File: src/rtl/exp6_pkg.sv
// Shared state encoding for the experiment-6 control unit.
// The 4-bit codes double as the debug display value, so they are fixed.
package exp6_pkg;

  typedef enum logic [3:0] {
    IDLE             = 4'h0,
    PREPARACAO       = 4'h1,
    INICIO           = 4'h2,
    ESPERA           = 4'h3,
    REGISTRA         = 4'h4,
    COMPARACAO       = 4'h5,
    PROXIMA_JOGADA   = 4'h6,
    ULTIMA_JOGADA    = 4'h7,
    PROXIMA_RODADA   = 4'h8,
    FIM_A            = 4'hA,
    ATUALIZA_MEMORIA = 4'hB,
    FIM_T            = 4'hD,
    FIM_E            = 4'hE
  } estado_t;

endpackage

File: src/rtl/exp6_unidade_controle.sv
// Moore control unit for the experiment-6 game datapath: sequences
// presentation, play capture, comparison and the win/error/timeout endings.
module exp6_unidade_controle
  import exp6_pkg::*;
#(
  parameter bit TIMEOUT_EN = 1'b1
) (
  input  logic       clock,
  input  logic       reset,
  input  logic       jogar,
  input  logic       jogada_feita,
  input  logic       jogada_correta,
  input  logic       enderecoIgualRodada,
  input  logic       fimL,
  input  logic       timeout,
  output logic       zeraCR,
  output logic       zeraE,
  output logic       contaCR,
  output logic       contaE,
  output logic       limpaRC,
  output logic       registraRC,
  output logic       zeraLeds,
  output logic       registraLeds,
  output logic       contaT,
  output logic       led_selector,
  output logic       pronto,
  output logic       ganhou,
  output logic       perdeu,
  output logic       db_timeout,
  output logic [3:0] db_estado
);

  estado_t estado_atual;
  estado_t proximo_estado;

  always_ff @(posedge clock or posedge reset) begin
    if (reset) estado_atual <= IDLE;
    else       estado_atual <= proximo_estado;
  end

  // Unused codes (9, C, F) fall into the default arm and recover to idle.
  always_comb begin
    proximo_estado = IDLE;
    case (estado_atual)
      IDLE:             proximo_estado = jogar ? PREPARACAO : IDLE;
      PREPARACAO:       proximo_estado = INICIO;
      INICIO:           proximo_estado = ESPERA;
      ESPERA: begin
        if (timeout && TIMEOUT_EN) proximo_estado = FIM_T;
        else if (jogada_feita)     proximo_estado = REGISTRA;
        else                       proximo_estado = ESPERA;
      end
      REGISTRA:         proximo_estado = ATUALIZA_MEMORIA;
      ATUALIZA_MEMORIA: proximo_estado = COMPARACAO;
      COMPARACAO: begin
        if (!jogada_correta)          proximo_estado = FIM_E;
        else if (enderecoIgualRodada) proximo_estado = ULTIMA_JOGADA;
        else                          proximo_estado = PROXIMA_JOGADA;
      end
      PROXIMA_JOGADA:   proximo_estado = ESPERA;
      ULTIMA_JOGADA:    proximo_estado = fimL ? FIM_A : PROXIMA_RODADA;
      PROXIMA_RODADA:   proximo_estado = INICIO;
      FIM_A:            proximo_estado = jogar ? PREPARACAO : FIM_A;
      FIM_E:            proximo_estado = jogar ? PREPARACAO : FIM_E;
      FIM_T:            proximo_estado = jogar ? PREPARACAO : FIM_T;
      default:          proximo_estado = IDLE;
    endcase
  end

  always_comb begin
    zeraCR       = 1'b0;
    zeraE        = 1'b0;
    contaCR      = 1'b0;
    contaE       = 1'b0;
    limpaRC      = 1'b0;
    registraRC   = 1'b0;
    zeraLeds     = 1'b0;
    registraLeds = 1'b0;
    contaT       = 1'b0;
    led_selector = 1'b0;
    pronto       = 1'b0;
    ganhou       = 1'b0;
    perdeu       = 1'b0;
    db_timeout   = 1'b0;
    db_estado    = estado_atual;
    case (estado_atual)
      IDLE: begin
        zeraCR   = 1'b1;
        zeraE    = 1'b1;
        limpaRC  = 1'b1;
        zeraLeds = 1'b1;
      end
      PREPARACAO: begin
        zeraCR       = 1'b1;
        zeraE        = 1'b1;
        limpaRC      = 1'b1;
        zeraLeds     = 1'b1;
        led_selector = 1'b1;
      end
      INICIO: begin
        zeraE        = 1'b1;
        registraLeds = 1'b1;
        led_selector = 1'b1;
      end
      ESPERA:         contaT = 1'b1;
      REGISTRA: begin
        registraRC   = 1'b1;
        registraLeds = 1'b1;
      end
      PROXIMA_JOGADA: contaE = 1'b1;
      PROXIMA_RODADA: begin
        contaCR      = 1'b1;
        led_selector = 1'b1;
      end
      FIM_A: begin
        pronto = 1'b1;
        ganhou = 1'b1;
      end
      FIM_E: begin
        pronto = 1'b1;
        perdeu = 1'b1;
      end
      FIM_T: begin
        pronto     = 1'b1;
        perdeu     = 1'b1;
        db_timeout = 1'b1;
      end
      default: ;
    endcase
  end

endmodule

File: config.mk
export PLATFORM = sky130hd
export DESIGN_NAME = exp6_unidade_controle
export DESIGN_NICKNAME = d
export VERILOG_FILES = /design/src/rtl/exp6_pkg.sv /design/src/rtl/exp6_unidade_controle.sv
export SDC_FILE = /design/constraint.sdc
export NUM_CORES = 1
export LEC_CHECK = 0
export ABC_AREA = 1
export CAP_MARGIN = 10
export CORE_AREA = 2 2 39 41
export CTS_CLUSTER_DIAMETER = 120
export DETAILED_ROUTE_END_ITERATION = 7
export DIE_AREA = 0 0 41 43
export PLACE_DENSITY = 0.84
export SETUP_SLACK_MARGIN = 0.1
export SLEW_MARGIN = 20
export SYNTH_ARGS = -nofsm -noshare
export SYNTH_HDL_FRONTEND = slang
export SYNTH_SLANG_ARGS = --single-unit
File: constraint.sdc
create_clock -name clock -period 1.8 [get_ports clock]
set_clock_uncertainty 0.2 [all_clocks]
set_input_delay 0.54 -clock clock [delete_from_list [all_inputs] [get_ports clock]]
set_output_delay 0.54 -clock clock [all_outputs]
set_load 0.03 [all_outputs]
== Word level (Yosys, flattened, before mapping) ==
Index checks and enable logic that the tools add are counted.

* Register bits after elaboration: 4
* Bits of input ports: 8
* Output and inout bits: 18
* Word-level logic and storage cells: 44

* Equal/unequal tests: 12
* Mux-type cells: 22
* Reductions and logical operators: 9

{| class="wikitable"
|+ Operator list
! operator !! number
|-
| 4-bit case mux with 11 select lines || 1
|-
| 4-bit equality test, second input constant || 5
|-
| 4-bit two-way mux || 5
|-
| 4-bit by 3-bit equality test with 1-bit output, second input constant || 4
|-
| 1-bit two-way mux || 14
|-
| 2-bit OR reduction || 5
|-
| 3-bit OR reduction || 3
|-
| 4-bit by 2-bit equality test with 1-bit output, second input constant || 2
|-
| 4-bit by 1-bit equality test with 1-bit output, second input constant || 1
|-
| 4-bit zero test || 1
|-
| 3-bit two-way mux || 1
|-
| 2-bit two-way mux || 1
|}

== Longest topological paths before layout ==
* Depth in word-level cells: 3
* Mapped depth: 7
* Mapped depth without buffers: 7

== Worst setup path after synthesis ==
No wires, ideal clock.

* Kind: reg-to-output
* From: reg estado_atual[3] (netlist: db_estado[3])
* To: out zeraCR
* Arrival time: 1,468 ps
* Required time: 1,060 ps
* Path slack: -408 ps
* Stages on the path, launching flop included: 5
* Path buffers: 1
* Path through: dfrtp_1 inv_1 nand2_1 nor2_1 buf_4

* Word-level cells in the longest chain between the ends: 3
* Elaborated cells on any way between the ends: 4
* Classes of those cells: eq/ne (1); mux (1); reduce/logical (2)

{| class="wikitable"
|+ RTL lines
! element !! RTL line !! source
|-
| from (decl) || exp6_unidade_controle.sv:33 || <nowiki>estado_t estado_atual;</nowiki>
|-
| from (signal assigned) || exp6_unidade_controle.sv:38 || <nowiki>else estado_atual <= proximo_estado;</nowiki>
|-
| 4-bit by 1-bit equality test with 1-bit output or 4-bit zero test (tied branches) || n/a ||
|-
| 2-bit OR reduction (no source line) * || n/a ||
|-
| 1-bit two-way mux * || n/a ||
|-
| to (decl) || exp6_unidade_controle.sv:16 || <nowiki>output logic zeraCR,</nowiki>
|}

Every way passes the cells marked *; elsewhere a longest branch is shown, timed or not.

== Worst setup path in the final report ==
* From: reg estado_atual[3] (netlist: db_estado[3])
* To: out zeraE

* Word-level cells in the longest chain between the ends: 3
* Elaborated cells on any way between the ends: 5
* Classes of those cells: eq/ne (2); mux (1); reduce/logical (2)

{| class="wikitable"
|+ RTL lines
! element !! RTL line !! source
|-
| 4-bit by 2-bit equality test with 1-bit output, or another cell as far along || exp6_unidade_controle.sv:86 || <nowiki>case (estado_atual)</nowiki>
|-
| 3-bit OR reduction (no source line) * || n/a ||
|-
| 1-bit two-way mux * || exp6_unidade_controle.sv:86 ||
|-
| to (decl) || exp6_unidade_controle.sv:17 || <nowiki>output logic zeraE,</nowiki>
|}

Marked as above.

==> out/results.ini <==
[timing]
setup_viol = 15
tightest_slew_ns = 0.182
finalCritPeriodShare_pct = 113
rsz0062_at_grt = true
finalMaxSlewViolations = 0
fin_tns_setup_ns = -2.44
hold_ws_ns = 0.287
finalWorstSetupSlack_ns = -0.234
min_period_ns = 2.03
slew_headroom_pct = 87.8
hold_viol = 0
max_clock_freq_mhz = 492

[floorplan]
rows = 14
die_h_um = 43
die_area_mm2 = 0.00176
die_x_um = 41
start_util_pct = 31.5
io-pin-count = 26
core_area_mm2 = 0.00138

[yosys]
synth_xor_area_share_pct = 0
synth_area_um2 = 435
ys_seq_area_share_pct = 23.0
synth.top_cells.by_count = 28 x nand2_1, 17 x nor2_1, 16 x inv_1
synth-simple-area-share_pct = 53.4
synth_edf_count = 0
syn-mean-instance-area_um2 = 5.25
syn-num-nets = 91
synth-async-reset-ratio_pct = 100
synth_top_area_share_pct = 24.1
synthAdderAreaFrac_pct = 0
yosysUniqueCellTypes = 12
synth.area.mux_share_pct = 0
synth_top_flop_cell = dfrtp_1
yosys_warnings = 0
synth_top_family_by_area = simple AND/OR/NAND/NOR gates
synth_area_leaders = nand2_1 24%, dfrtp_1 23%, nor2_1 15%
synth_compound_gate_area_share_pct = 6.32
synthCells = 83
ys_seq_elements = 4
yosysMostFrequentCell = nand2_1
synth_largest_area_cell = nand2_1

[finish]
largest_register_ffs = 4
final_nets = 134
fin_util_pct = 71.1
layout.cells.non_filler = 140
area_delta_synth_final_pct = 126
drive_gt1_share_pct = 60.5
fill_cells = 99
antennaDiodeCount = 0
final_area_um2 = 983

[setup_path]
cp-end-kind = output pin
cp.required_ns = 1.06
reg2reg_slack_ns = 0.35
setup.worst_path.start_class = flip-flop
crit_start = db_estado[3]$_DFF_PP0_
r2r_start = db_estado[3]$_DFF_PP0_
endpoint = zeraE
crit_type = reg -> out
worstPathArrival_ns = 1.29
rr_endpoint = db_estado[1]$_DFF_PP0_
reg2reg_depth = 9
crit_fanout = 4

[power]
p_clk_share_pct = 6.0
seqPwrFrac_pct = 10.7
fin_total_pwr_mw = 1.96
combPwrFrac_pct = 83.2
intPower_mw = 0.898
peakVddDrop_v = 0.000722
sw_frac_of_total_pct = 54.2
p_sw_mw = 1.06
p_per_area_mw_per_mm2 = 1990
p_leak_nw = 0.533

[detailed_routing]
drc = 0
first_pass_iters = 4
drt_iter0_markers = 37
detail-route-antenna-nets = 0
wl_um = 1990
vias_per_cell = 5.16
wire_per_inst_um = 14.2
vias = 723

[placed_design]
post-place-cells = 129
dpl_cell_area_um2 = 756
portBuffers = 25
dp_hpwl_um = 1170
place_ws_ns = -0.00508
globalplace.congestion = 0.883

[hold_path]
hold_class = in -> async

[clock_tree]
h-tree-depth = 1
cts_root_buffer = clkbuf_4
cts_tree = built
cts-buffers-inserted = 3
max-clock-path-buffers = 2
cts_hold_buf = 0
clk_pin_slew_worst_paths_ns = 0.04
clock_latency_ns = 0.25
clock_sinks = 4

[global_route]
grt_pass1_vias = 632
grt_use_total_pct = 21.5
grt_max_degree = 6
grt_first_pass_wirelength_um = 2530
antenna_found_initial = 0
grt_overflow = 0

[status]
status = finished, violations left
violations = setup timing

[run]
cap_violations = 0

==> logic make-up after synthesis <==
| logic type | Yosys count |
|---|---|
| simple gates | 56 |
| buf+inv | 18 |
| compound gates | 5 |
| flops | 4 |
==> final cells by class <==
| cell class | instances | area, um2 | area share [%] |
|---|---|---|---|
| multi-input combinational | 61 | 383 | 38.9 |
| inverter | 16 | 67.6 | 6.87 |
| timing repair buffer | 40 | 385 | 39.2 |
| clock buffer | 3 | 22.5 | 2.29 |
| tap | 16 | 20.0 | 2.04 |
| sequential | 4 | 105 | 10.7 |
==> what timing repair did <==
action	4_1_cts	5_1_grt
pin swaps	4	3
setup buffers	4	4
gates resized for setup	32	12
endpoints found under the setup margin	17	18
==> worst min path at each step <==
stage,start,endpoint,slack (ns),depth (start not counted)
2_1_floorplan,reset,db_estado[0]$_DFF_PP0_,0.11,1
3_3_place_gp,db_estado[3]$_DFF_PP0_,db_estado[1]$_DFF_PP0_,0.47,3
3_5_place_dp,db_estado[3]$_DFF_PP0_,db_estado[1]$_DFF_PP0_,0.48,3
4_1_cts,reset,db_estado[3]$_DFF_PP0_,0.29,2
5_1_grt,reset,db_estado[1]$_DFF_PP0_,0.31,2
6_report,reset,db_estado[3]$_DFF_PP0_,0.29,2
==> power by group through the flow <==
stage | clock network [mW] | registers (mW) | logic [mW]
final | 0.119 | 0.210 | 1.63
after global routing | 0.129 | 0.216 | 1.72
after CTS | 0.120 | 0.205 | 1.43
after detailed placement | 0 | 0.196 | 1.21
after global placement | 0 | 0.197 | 1.19
after floorplan | 0 | 0.279 | 0.738
==> cell usage in the layout, fill, tap and decap left out <==
master	synthesis	layout
buf_4	2	15
a21oi_1	3	3
clkdlybuf4s50_1	0	7
inv_2	0	8
or2_2	1	1
nor2_2	0	5
nand2_1	28	14
nand4_1	1	1
nand3_4	0	1
clkbuf_4	0	3
o21ai_0	1	1
o211ai_1	1	1
inv_4	0	1
nand3_1	8	7
buf_6	0	18
inv_6	0	1
inv_1	16	6
nand2_2	0	6
dfrtp_2	0	4
nand2_4	0	8
nor2_1	17	9
nor2_4	1	4
==> metal layers <==
| layer | vias to the layer above | routed length, um | global-route usage (%) |
|---|---|---|---|
| met4 | 0 | 66 | 12.7 |
| met3 | 14 | 168 | 5.24 |
| met2 | 50 | 994 | 37.5 |
| li1 | 336 | - | - |
| met1 | 323 | 759 | 20.8 |
| met5 | - | 0 | 0 |
==> worst max-delay path: stages, from the launching register on <==
cell,delay (ns)
dfrtp_2,0.43
nor2_2,0.18
buf_4,0.15
nand2_1,0.05
inv_1,0.08
buf_6,0.14
(Power assumes the default switching activity.)
